--- src/rtl/coax_txrx_sequencer_if.sv ---
// Control/datapath bundle for coax_txrx_sequencer; slave = sequencer, master = its environment.
// Stats signals exist only when COAX_SEQ_STATS_EN is defined.
interface coax_txrx_sequencer_if;
   logic       cmd_strobe;
   logic       cmd_expect_rsp;
   logic       cmd_abort;
   logic       busy;
   logic       done;
   logic [1:0] result;
   logic       tx_enable;
   logic       tx_active;
   logic       tx_empty;
   logic       rx_enable;
   logic       rx_reset;
   logic       rx_active;
   logic       rx_error;
`ifdef COAX_SEQ_STATS_EN
   logic        stat_clear;
   logic [15:0] stat_xact;
   logic [7:0]  stat_timeout;
   logic [7:0]  stat_error;
`endif

   modport slave (
      input  cmd_strobe, cmd_expect_rsp, cmd_abort, tx_active, tx_empty, rx_active, rx_error,
`ifdef COAX_SEQ_STATS_EN
      input  stat_clear,
      output stat_xact, stat_timeout, stat_error,
`endif
      output busy, done, result, tx_enable, rx_enable, rx_reset
   );

   modport master (
      output cmd_strobe, cmd_expect_rsp, cmd_abort, tx_active, tx_empty, rx_active, rx_error,
`ifdef COAX_SEQ_STATS_EN
      output stat_clear,
      input  stat_xact, stat_timeout, stat_error,
`endif
      input  busy, done, result, tx_enable, rx_enable, rx_reset
   );
endinterface

--- src/rtl/coax_txrx_sequencer.sv ---
// Half-duplex coax transaction sequencer: TX release, line-turnaround guard, RX response wait.
// All outputs registered (one clock after the deciding input); COAX_SEQ_STATS_EN adds saturating counters.
module coax_txrx_sequencer #(
   parameter int TX_START_TIMEOUT = 64,
   parameter int GUARD_CLOCKS     = 16,
   parameter int RESPONSE_TIMEOUT = 217
) (
   input  logic                  clk_i,
   input  logic                  rst_n_i,
   coax_txrx_sequencer_if.slave  bus
);

   localparam int MAX_AB = (TX_START_TIMEOUT > GUARD_CLOCKS) ? TX_START_TIMEOUT : GUARD_CLOCKS;
   localparam int MAX_P  = (MAX_AB > RESPONSE_TIMEOUT) ? MAX_AB : RESPONSE_TIMEOUT;
   localparam int CW     = $clog2(MAX_P + 1);

   localparam logic [1:0] RES_OK      = 2'b00;
   localparam logic [1:0] RES_TIMEOUT = 2'b01;
   localparam logic [1:0] RES_RX_ERR  = 2'b10;
   localparam logic [1:0] RES_TX_FLT  = 2'b11;

   typedef enum logic [2:0] {
      S_IDLE, S_TX_START, S_TX, S_GUARD, S_RX_WAIT, S_RX, S_DONE
   } state_e;

   state_e          state_q, state_d;
   logic [CW-1:0]   cnt_q, cnt_d, cnt_inc;
   logic            expect_q, expect_d;
   logic [1:0]      result_q, result_d;
   logic            busy_q, busy_d;
   logic            done_q, done_d;
   logic            tx_en_q, tx_en_d;
   logic            rx_en_q, rx_en_d;
   logic            rx_rst_q, rx_rst_d;

   assign cnt_inc = cnt_q + 1'b1;

   always_ff @(posedge clk_i or negedge rst_n_i) begin
      if (!rst_n_i) begin
         state_q  <= S_IDLE;
         cnt_q    <= '0;
         expect_q <= 1'b0;
         result_q <= RES_OK;
         busy_q   <= 1'b0;
         done_q   <= 1'b0;
         tx_en_q  <= 1'b0;
         rx_en_q  <= 1'b0;
         rx_rst_q <= 1'b0;
      end else begin
         state_q  <= state_d;
         cnt_q    <= cnt_d;
         expect_q <= expect_d;
         result_q <= result_d;
         busy_q   <= busy_d;
         done_q   <= done_d;
         tx_en_q  <= tx_en_d;
         rx_en_q  <= rx_en_d;
         rx_rst_q <= rx_rst_d;
      end
   end

   always_comb begin
      state_d  = state_q;
      cnt_d    = '0;
      expect_d = expect_q;
      result_d = result_q;
      unique case (state_q)
         S_IDLE: begin
            if (bus.cmd_strobe && !bus.cmd_abort) begin
               state_d  = S_TX_START;
               expect_d = bus.cmd_expect_rsp;
            end
         end
         S_TX_START: begin
            cnt_d = cnt_inc;
            if (bus.tx_active) begin
               state_d = S_TX;
            end else if (cnt_inc == CW'(TX_START_TIMEOUT)) begin
               state_d  = S_DONE;
               result_d = bus.tx_empty ? RES_OK : RES_TX_FLT;
            end
         end
         S_TX: begin
            if (!bus.tx_active) begin
               if (expect_q) begin
                  state_d = S_GUARD;
               end else begin
                  state_d  = S_DONE;
                  result_d = RES_OK;
               end
            end
         end
         S_GUARD: begin
            cnt_d = cnt_inc;
            if (cnt_inc == CW'(GUARD_CLOCKS)) state_d = S_RX_WAIT;
         end
         S_RX_WAIT: begin
            cnt_d = cnt_inc;
            // Activity is checked before expiry so a response landing on the last clock is kept.
            if (bus.rx_error) begin
               state_d  = S_DONE;
               result_d = RES_RX_ERR;
            end else if (bus.rx_active) begin
               state_d = S_RX;
            end else if (cnt_inc == CW'(RESPONSE_TIMEOUT)) begin
               state_d  = S_DONE;
               result_d = RES_TIMEOUT;
            end
         end
         S_RX: begin
            if (bus.rx_error) begin
               state_d  = S_DONE;
               result_d = RES_RX_ERR;
            end else if (!bus.rx_active) begin
               state_d  = S_DONE;
               result_d = RES_OK;
            end
         end
         S_DONE:  state_d = S_IDLE;
         default: state_d = S_IDLE;
      endcase

      if (state_q != S_IDLE && bus.cmd_abort) begin
         state_d  = S_IDLE;
         result_d = result_q;
      end
      if (state_d != state_q) cnt_d = '0;
   end

   // Outputs are decoded from the next state so they appear registered, aligned with the state.
   always_comb begin
      busy_d   = (state_d == S_TX_START) || (state_d == S_TX) || (state_d == S_GUARD) ||
                 (state_d == S_RX_WAIT) || (state_d == S_RX);
      done_d   = (state_d == S_DONE);
      tx_en_d  = (state_d == S_TX_START) || (state_d == S_TX);
      rx_en_d  = (state_d == S_RX_WAIT) || (state_d == S_RX);
      rx_rst_d = (state_q == S_IDLE) && (state_d == S_TX_START);
   end

   assign bus.busy      = busy_q;
   assign bus.done      = done_q;
   assign bus.result    = result_q;
   assign bus.tx_enable = tx_en_q;
   assign bus.rx_enable = rx_en_q;
   assign bus.rx_reset  = rx_rst_q;

`ifdef COAX_SEQ_STATS_EN
   logic [15:0] stat_xact_q;
   logic [7:0]  stat_to_q, stat_err_q;

   always_ff @(posedge clk_i or negedge rst_n_i) begin
      if (!rst_n_i) begin
         stat_xact_q <= '0;
         stat_to_q   <= '0;
         stat_err_q  <= '0;
      end else if (bus.stat_clear) begin
         stat_xact_q <= '0;
         stat_to_q   <= '0;
         stat_err_q  <= '0;
      end else if (state_d == S_DONE) begin
         if (stat_xact_q != '1) stat_xact_q <= stat_xact_q + 1'b1;
         if (result_d == RES_TIMEOUT && stat_to_q != '1) stat_to_q <= stat_to_q + 1'b1;
         if (result_d[1] && stat_err_q != '1) stat_err_q <= stat_err_q + 1'b1;
      end
   end

   assign bus.stat_xact    = stat_xact_q;
   assign bus.stat_timeout = stat_to_q;
   assign bus.stat_error   = stat_err_q;
`endif

endmodule

--- src/flat_wrapper.sv ---
// flat-port wrapper written by rule: the top's interface ports become plain ports
module coax_txrx_sequencer_flat 
#(
   parameter int TX_START_TIMEOUT = 64,
   parameter int GUARD_CLOCKS     = 16,
   parameter int RESPONSE_TIMEOUT = 217
)
  (clk_i, rst_n_i, bus_cmd_strobe, bus_cmd_expect_rsp, bus_cmd_abort, bus_tx_active, bus_tx_empty, bus_rx_active, bus_rx_error, bus_busy, bus_done, bus_result, bus_tx_enable, bus_rx_enable, bus_rx_reset);
  coax_txrx_sequencer_if bus_i ();
  input  logic clk_i;
  input  logic rst_n_i;
  input wire logic [$bits(bus_i.cmd_strobe)-1:0] bus_cmd_strobe;
  input wire logic [$bits(bus_i.cmd_expect_rsp)-1:0] bus_cmd_expect_rsp;
  input wire logic [$bits(bus_i.cmd_abort)-1:0] bus_cmd_abort;
  input wire logic [$bits(bus_i.tx_active)-1:0] bus_tx_active;
  input wire logic [$bits(bus_i.tx_empty)-1:0] bus_tx_empty;
  input wire logic [$bits(bus_i.rx_active)-1:0] bus_rx_active;
  input wire logic [$bits(bus_i.rx_error)-1:0] bus_rx_error;
  output wire logic [$bits(bus_i.busy)-1:0] bus_busy;
  output wire logic [$bits(bus_i.done)-1:0] bus_done;
  output wire logic [$bits(bus_i.result)-1:0] bus_result;
  output wire logic [$bits(bus_i.tx_enable)-1:0] bus_tx_enable;
  output wire logic [$bits(bus_i.rx_enable)-1:0] bus_rx_enable;
  output wire logic [$bits(bus_i.rx_reset)-1:0] bus_rx_reset;
  assign bus_i.cmd_strobe = bus_cmd_strobe;
  assign bus_i.cmd_expect_rsp = bus_cmd_expect_rsp;
  assign bus_i.cmd_abort = bus_cmd_abort;
  assign bus_i.tx_active = bus_tx_active;
  assign bus_i.tx_empty = bus_tx_empty;
  assign bus_i.rx_active = bus_rx_active;
  assign bus_i.rx_error = bus_rx_error;
  assign bus_busy = bus_i.busy;
  assign bus_done = bus_i.done;
  assign bus_result = bus_i.result;
  assign bus_tx_enable = bus_i.tx_enable;
  assign bus_rx_enable = bus_i.rx_enable;
  assign bus_rx_reset = bus_i.rx_reset;
  coax_txrx_sequencer #(.TX_START_TIMEOUT(TX_START_TIMEOUT), .GUARD_CLOCKS(GUARD_CLOCKS), .RESPONSE_TIMEOUT(RESPONSE_TIMEOUT)) u_core (.clk_i(clk_i), .rst_n_i(rst_n_i), .bus(bus_i));
endmodule
--- config.mk ---
export PLATFORM = sky130hd
export DESIGN_NAME = coax_txrx_sequencer_flat
export DESIGN_NICKNAME = d
export VERILOG_FILES = /design/src/rtl/coax_txrx_sequencer_if.sv /design/src/rtl/coax_txrx_sequencer.sv /design/src/flat_wrapper.sv
export SDC_FILE = /design/constraint.sdc
export NUM_CORES = 1
export LEC_CHECK = 0
export CAP_MARGIN = 10
export CORE_MARGIN = 3
export CORE_UTILIZATION = 49
export DETAILED_ROUTE_END_ITERATION = 7
export HOLD_SLACK_MARGIN = 0.08
export PLACE_DENSITY = 0.74
export REMOVE_ABC_BUFFERS = 1
export SYNTH_ARGS = -nofsm -noshare
export SYNTH_HDL_FRONTEND = slang
export SYNTH_SLANG_ARGS = --single-unit
--- constraint.sdc ---
create_clock -name clk_i -period 2.4 [get_ports clk_i]
set_input_delay 0.6 -clock clk_i [delete_from_list [all_inputs] [get_ports clk_i]]
set_output_delay 0.6 -clock clk_i [all_outputs]
set_load 0.01 [all_outputs]
== Word-level counts from Yosys, hierarchy flattened ==
Cells that the tools add are included.
Word-level totals
  bits in registers: 19
  latch bits: 0
  RAM bits: 0
  memory bits (read-only): 0
  input port bits: 9
  output and inout bits: 7
  logic and storage cells: 74
  memories: 0
Cells by class
  $add $sub $neg: 1
  multiply operators: 0
  divide/modulo/power cells: 0
  order comparisons: 0
  eq/ne operators: 22
  shifts and indexed selects: 0
  muxes and demuxes: 26
  bitwise gates (word level): 1
  reduce and logical (&&, ||, !) cells: 15
Operators with widths (number)
  $mux W3: 12
  $mux W2: 10
  $pmux W3 S6: 1
  $mux W8: 2
  $eq A3 B3 Y1 const B: 5
  $eq A3 B2 Y1 const B: 4
  $reduce_and A9 Y1: 1
  $add A8 B1 Y8 const B: 1
  $eq A8 B5 Y1 const B: 1
  $eq A8 B7 Y1 const B: 1
  $eq A8 B8 Y1 const B: 1
  $pmux W2 S4: 1
  $eq A3 B1 Y1 const B: 2
  $ne A2 B2 Y1 const B: 3
  $ne A3 B3 Y1 const B: 2
  $logic_or A1 B1 Y1: 5
  $reduce_bool A4 Y1: 1
  $logic_and A1 B1 Y1: 3
  $logic_not A3 Y1: 1
  $ne A3 B2 Y1 const B: 1
  $ne A3 B3 Y1: 1
  $reduce_bool A3 Y1: 1
  $reduce_or A3 Y1: 1
  $ne A2 B1 Y1 const B: 1
  other kinds (3): 3

== Logic depth before layout (Yosys ltp) ==
  word-level depth: 12
  depth in mapped cells: 10
  mapped depth without buffers: 9

== Worst setup path after synthesis ==
Ideal clock, no wire load.
  path kind: register -> register
  start: register u_core.cnt_q[1]
  end: register u_core.result_q[1], in the netlist u_core.bus.result[1]
  library setup time: 0.125 ns
  data arrival time: 2.378 ns
  data required time: 2.275 ns
  path slack: -0.103 ns
  stages on the path, launching flop included: 9
  buffers on the path: 1
  clock period less this slack: 2.503 ns
  cells stage by stage: dfrtp_1 ha_1 clkbuf_1 nand2_1 or3_4 or4_4 a31oi_4 nor3_2 mux2_4
Between the ends
  longest elaborated chain between the ends: 4
  elaborated cells on any way between the ends: 6
  classes of those cells: add/sub: 1; eq/ne: 4; reduce/logical: 1
RTL lines
  start: declaration: line coax_txrx_sequencer.sv:27  | logic [CW-1:0] cnt_q, cnt_d, cnt_inc;
  start signal: assignment: line coax_txrx_sequencer.sv:51  | cnt_q <= cnt_d;
  $add A8 B1 Y8 (*): line coax_txrx_sequencer.sv:36  | assign cnt_inc = cnt_q + 1'b1;
  $eq A8 B8 Y1 / $eq A8 B7 Y1 (equally long branches): line coax_txrx_sequencer.sv:105, coax_txrx_sequencer.sv:78
  $ne A3 B2 Y1 (no line) / $ne A2 B1 Y1 (equally long branches)
  $reduce_and A9 Y1 (no line) (*)
  end signal: assignment: line coax_txrx_sequencer.sv:53  | result_q <= result_d;
  end: declaration: line coax_txrx_sequencer.sv:29  | logic [1:0] result_q, result_d;
Every way passes the cells marked *; elsewhere a longest branch is shown, timed or not.
A chain may end at the register's enable or synchronous reset.

== Final worst setup path ==
  start: register u_core.cnt_q[0]
  end: register u_core.cnt_q[5]
Between the ends
  longest elaborated chain between the ends: 9
  elaborated cells on any way between the ends: 15
  classes of those cells: add/sub: 1; eq/ne: 4; mux: 10
RTL lines
  $add A8 B1 Y8 (*): line coax_txrx_sequencer.sv:36
  $eq A8 B8 Y1: line coax_txrx_sequencer.sv:105  | end else if (cnt_inc == CW'(RESPONSE_TIMEOUT)) begin
  $mux W3: line coax_txrx_sequencer.sv:105
  $mux W3: line coax_txrx_sequencer.sv:103  | end else if (bus.rx_active) begin
  $mux W3: line coax_txrx_sequencer.sv:100  | if (bus.rx_error) begin
  $pmux W3 S6: line coax_txrx_sequencer.sv:67  | unique case (state_q)
  $mux W3: line coax_txrx_sequencer.sv:123  | if (state_q != S_IDLE && bus.cmd_abort) begin
  $ne A3 B3 Y1: line coax_txrx_sequencer.sv:127  | if (state_d != state_q) cnt_d = '0;
  $mux W8 (*): line coax_txrx_sequencer.sv:127
  via u_core.cnt_d[5]: line coax_txrx_sequencer.sv:27
Mark *: on every way through the listed nets, which the timed path passes. The rest lies on a longest branch.

==> impl_metrics.py <==
metrics = {
    "yosys": {
        "avgSynthCellArea_um2": 9.01,
        "ys.flop_type": "dfrtp_1",
        "yosysWarnings": 0,
        "ys_top_cells_by_area": "dfrtp_1 (36%), nor2_1 (4.5%), xnor2_1 (3.9%)",
        "synth_edf_count": 0,
        "synth.cell_area_mm2": 0.00133,
        "async_flop_share_pct": 100,
        "synth_area_leader_cell": "dfrtp_1",
        "ys_ff_latch": 19,
        "seq_area_frac_synth_pct": 35.6,
        "synth_top_area_share_pct": 35.6,
        "synth_cells": 148,
        "synth.distinct_cells": 52,
    },
    "drt": {
        "vias_per_cell": 6.21,
        "first_iter_violations": 98,
        "drc_errors": 0,
        "via_count": 1322,
        "drtPass1Iterations": 4,
        "wl_um": 3540,
        "postRouteAntennaNets": 0,
        "drt-wirelength-per-cell_um": 16.6,
    },
    "floorplanning": {
        "start_util_pct": 52.9,
        "ios": 16,
        "chipWidth_um": 58.2,
        "core_area_mm2": 0.00252,
        "num_rows": 18,
        "die_y_um": 58.2,
        "fp.dieArea_mm2": 0.00338,
    },
    "critical_path": {
        "critPathTopFamily": "simple AND/OR/NAND/NOR gates",
        "critPathCaptureType": "flip-flop",
        "crit_slowest_cell": "or4_4",
        "path_class": "flip-flop to flip-flop",
        "worstPathRequired_ns": 2.62,
        "max_stage_delay_ns": 0.45,
        "path_buf_inv": 1,
        "worst_setup_path_start_kind": "flip-flop",
        "crit_fanout": 8,
        "path_cells": "ha_4, nand2_1, or3_4, or4_4, a31oi_4, o211ai_2, buf_4, a21boi_1",
        "crit_arrival_ns": 2.54,
    },
    "sta": {
        "post-route-min-period_ns": 2.33,
        "drv_slew": 0,
        "finalSetupViolCount": 0,
        "finalWorstSetupSlack_ns": 0.0743,
        "max_slew_margin_pct": 67.1,
        "finalClockSkew_ns": 0.00278,
        "timing.final.crit_share_pct": 96.9,
        "tightest_slew_ns": 0.487,
        "hold_viol": 0,
        "max_freq_mhz": 430,
    },
    "power_and_ir_drop": {
        "ir_drop_uv": 1010,
        "p_per_area_mw_per_mm2": 827,
        "p_leak_nw": 0.739,
    },
    "placement": {
        "hpwl_um": 2510,
        "dp.cells": 204,
        "gp_congestion": 0.861,
        "post-place-ws_ns": -0.180,
        "portBuffers": 15,
    },
    "global_routing": {
        "grtUsageTotal_pct": 21.5,
        "grt_pass1_vias": 1227,
        "grt_pass1_wl_um": 5570,
        "antenna_found_initial": 0,
        "grt_max_degree": 20,
        "globalRouteOverflowTotal": 0,
    },
    "cells_and_area": {
        "fin_cells": 213,
        "fin_nets": 195,
        "layout-drive-gt1-share_pct": 32.2,
        "antenna_cells": 0,
        "area_growth_pct": 36.5,
    },
    "clock_network": {
        "cts_root_buf": "clkbuf_4",
        "cts_sinks": 19,
        "numCtsBuffers": 3,
        "clk_latency_ns": 0.29,
        "clk_pin_slew_worst_paths_ns": 0.10,
        "htreeDepth": 1,
        "cts_tree": "yes",
        "cts_buffer_depth": 2,
    },
    "job": {
        "maxCapViolations": 0,
    },
    "status": {
        "status": "finished clean",
    },
    "min_path": {
        "hold_class": "flip-flop to flip-flop",
    },
}
path summary, 6_finish.rpt:
path	cells past startpoint	start	slack, ns	end
hold / removal	1	u_core.bus.result[0]$_DFFE_PN0P_	0.51	u_core.bus.result[0]$_DFFE_PN0P_
setup / recovery	8	u_core.cnt_q[0]$_DFF_PN0_	0.07	u_core.cnt_q[5]$_DFF_PN0_
setup reg to reg	8	u_core.cnt_q[0]$_DFF_PN0_	0.07	u_core.cnt_q[5]$_DFF_PN0_
hold reg to reg	1	u_core.bus.result[0]$_DFFE_PN0P_	0.51	u_core.bus.result[0]$_DFFE_PN0P_
min in group asynchronous	2	rst_n_i	0.63	u_core.bus.result[1]$_DFFE_PN0P_
max in group asynchronous	2	rst_n_i	1.55	u_core.cnt_q[0]$_DFF_PN0_
cells in the mapped netlist (2+ instances only):
master	instances
nor3_1	3
nand2_1	9
ha_1	2
and2_1	2
inv_1	5
a21boi_1	3
nor2b_1	6
dfrtp_1	19
o21ai_0	5
xnor2_1	6
buf_2	5
nor2_1	16
and3_1	4
nand3b_1	2
xor2_1	2
nor4_2	2
and4b_1	2
clkbuf_1	7
nand3_1	6
a311oi_1	2
a21oi_1	9
worst register-to-register path, delay by kind of cell (launching register included):
family,cells,cell delay [ns]
simple gates,3,0.96
compound gates,3,0.52
flops,1,0.44
fa+ha+maj,1,0.17
buf+inv,1,0.17
metal layers:
layer | global-route usage [%] | vias to the layer above | wire, um
li1 | - | 613 | -
met1 | 28.8 | 654 | 1640
met2 | 34.0 | 47 | 1660
met3 | 4.68 | 8 | 168
met4 | 8.28 | 0 | 72
met5 | 0 | - | 0
cell usage in the layout, fill, tap and decap left out, types with 2 or more instances in the layout:
master / count
a21boi_1: 3
a21oi_1: 8
and3_1: 3
and4b_1: 2
buf_4: 27
clkbuf_4: 3
clkdlybuf4s50_1: 15
dfrtp_1: 16
dfrtp_2: 3
inv_1: 5
nand2_1: 8
nand3_1: 5
nand3b_1: 2
nor2_1: 15
nor2b_1: 6
nor3_1: 3
nor4_2: 2
o21ai_0: 5
xnor2_1: 5
state kept, by name, summed over array words and instances, names as in the netlist:
signal,cells
u_core.cnt_q,8
u_core.state_q,3
u_core.bus.result,2
u_core.bus.busy,1
u_core.bus.done,1
u_core.bus.rx_enable,1
u_core.bus.rx_reset,1
u_core.bus.tx_enable,1
u_core.expect_q,1
stage by stage:
| step | utilization (%) | total power [mW] | setup TNS (ns) | hold WS, ns | cell area [um^2] |
|---|---|---|---|---|---|
| after CTS | 66.7 | 1.43 | 0 | 0.508 | 1680 |
| after floorplan | - | 0.895 | -0.0257 | 0.304 | 1280 |
| after detailed placement | 65.1 | 1.25 | -1.44 | 0.483 | 1640 |
| after global routing | 72.2 | 1.62 | -0.0179 | 0.528 | 1820 |
| after global placement | 65.1 | 1.24 | -1.03 | 0.476 | 1640 |
| final | 72.2 | 1.51 | 0 | 0.510 | 1820 |
timing repair:
action / 4_1_cts / 5_1_grt
setup buffers: 0 / 5
cloned: 0 / 0
pin swaps: 0 / 11
endpoints found under the setup margin: 3 / 13
hold buffers: 0 / 0
gates resized for setup: 2 / 21
power by group:
group	total, mW	switching [mW]	internal [mW]
clock	0.158	0.0934	0.0646
combinational	0.889	0.430	0.459
sequential	0.460	0.0592	0.400
kinds of logic (layout without fill, tap and decap cells):
group	count (synthesis)	in the layout	synth area share [%]
DFF	19	19	35.6
muxes	2	2	1.97
xor gates and xnor gates	8	8	5.25
AOI/OAI and AO/OA	37	37	22.4
and+or+nand+nor	63	63	27.6
adders and majority gates	2	2	1.88
buffers and inverters	17	52	5.25
area by class of cell:
cell class | count | area, um^2
Sequential cell | 19 | 479
Tap cell | 30 | 37.5
Fill cell | 191 | 702
Multi-Input combinational cell | 112 | 895
Timing Repair Buffer | 43 | 364
Inverter | 5 | 18.8
Clock buffer | 4 | 26.3
No activity file was read; power rests on OpenSTA's default activity.
==> RTL change: new RTL, config.mk and constraints unchanged <==
`RESPONSE_TIMEOUT` is set to 217 in 2 places; all go to 434.
--- a/src/rtl/coax_txrx_sequencer.sv
+++ b/src/rtl/coax_txrx_sequencer.sv
@@ -4,5 +4,5 @@
    parameter int TX_START_TIMEOUT = 64,
    parameter int GUARD_CLOCKS     = 16,
-   parameter int RESPONSE_TIMEOUT = 217
+   parameter int RESPONSE_TIMEOUT = 434
 ) (
    input  logic                  clk_i,
--- a/src/flat_wrapper.sv
+++ b/src/flat_wrapper.sv
@@ -4,5 +4,5 @@
    parameter int TX_START_TIMEOUT = 64,
    parameter int GUARD_CLOCKS     = 16,
-   parameter int RESPONSE_TIMEOUT = 217
+   parameter int RESPONSE_TIMEOUT = 434
 )
   (clk_i, rst_n_i, bus_cmd_strobe, bus_cmd_expect_rsp, bus_cmd_abort, bus_tx_active, bus_tx_empty, bus_rx_active, bus_rx_error, bus_busy, bus_done, bus_result, bus_tx_enable, bus_rx_enable, bus_rx_reset);
Check against the original RTL: no difference found for any inputs over 10 cycles, from zero or initial values and one cycle with rst_n_i low; that may be too few to reach the edited logic, so the function may still have changed.
==> RTL change against the original RTL <==
The run now ends with negative setup slack left. Wire length is 44% higher. Setup slack worse by 0.34 ns. Final area is 22% higher. First-iteration DRC count is 63% higher. Critical path depth stayed put. Synthesized area is 5.5% higher. Power is 25% higher. Sequential cell count is 1 higher. Sequential power is 10% higher. Combinational power is 24% higher. Global-route usage is 7.9 points higher.
==> RTL change: results (changes against the original RTL) <==
- Power Internal: 0.00112 W (+21%)
- Pwr Total: 0.00188 W (+25%)
- Final Wtd Congestion: 0.933 (+8.3%)
- Max reg flops: 9 (+1)
- Overall Global Routing Usage: 29.4% (+7.9 points)
- Sequential fraction of the synthesis area: 35.6% (-0.092 points)
- Wl on met1: 1920 um (+17%)
- Met1 GRT Util: 35.4% (+6.6 points)
- Comb power frac: 58.4% (-0.6 points)
- Grt met2 use: 48.5% (+14 points)
- Clk network pwr share: 14.7% (+4.2 points)
- Drt first-iter violations: 160 (+63%)
- Status: finished, violations left
- # setup viols final: 14 (+14)
- Cell Count Post-Placement: 248 (+22%)
- WL met3: 516 um (+210%)
- DP HPWL: 2990 um (+19%)
- Crit path max fanout: 4 (-4)
- Failing checks: negative setup slack
- Syn avg cell area: 8.64 sq um (-4.2%)
- Final worst setup slack: -0.270 ns (-0.344 ns)
- Filler cell count in the final layout: 129 (-32%)
- Largest net degree at the start of global routing: 21 (+5.0%)
- Commonest cells post-synth: 20 x dfrtp_1, 18 x nor2_1, 12 x nand2_1, 12 x nor3_1, 11 x a21oi_1
- Pleak: 0.958 nW (+30%)
[RTL change: changes by cell type in the layout (fill, tap and decap cells not counted), sizes merged, moves of 3 or more]
cell    before  now
nor2b        6    3
buf         28   55
nor3         4   12
nand2        9   12
and3         4    0
a21boi       3    0
a221oi       0    3
[RTL change: area by class of cell]
class                   instances  area [sq um]  area share, %
inverters                       7          26.3           1.19
clock inverters                 1          30.0           1.36
repair buffers                 70           587           26.5
well taps                      30          37.5           1.70
flip-flops and latches         20           504           22.8
multi-input cells             127          1010           45.4
clock buffers                   3          22.5           1.02
[RTL change: cell families (layout without fill, tap and decap cells)]
logic type	Yosys count	count (layout)	synth area share, %
AO/OA/AOI/OAI	39	40	21.5
XOR/XNOR	8	8	4.98
adder cells (fa/ha/maj)	3	3	2.67
buffers and inverters	17	81	5.60
flip-flops	20	20	35.6
multiplexers	2	2	1.87
AND/OR/NAND/NOR	74	74	27.8
[RTL change: final timing paths]
kind	startpoint	cells after the start	slack (ns)	to
max	u_core.cnt_q[7]	8	-0.27	u_core.bus.result[1]
min	u_core.bus.result[0]	1	0.50	u_core.bus.result[0]
max reg2reg	u_core.cnt_q[7]	8	-0.27	u_core.bus.result[1]
min reg2reg	u_core.bus.result[0]	1	0.50	u_core.bus.result[0]
max in group asynchronous	rst_n_i	2	1.56	u_core.cnt_q[0]
min in group asynchronous	rst_n_i	2	0.60	u_core.cnt_q[7]
[RTL change: per-stage QoR]
step	cell area, sq um	util [%]
2_1_floorplan	1360	-
3_3_place_gp	1920	73.4
3_5_place_dp	1920	73.4
4_1_cts	2120	81.0
5_1_grt	2210	84.7
6_report	2210	84.7
[RTL change: what timing repair did]
item	in CTS	in global routing
endpoints found under the hold margin	0	0
endpoints found under the setup margin	14	16
cloned	1	0
buffers inserted	3	3
resized for setup	19	16
pin swaps	9	15
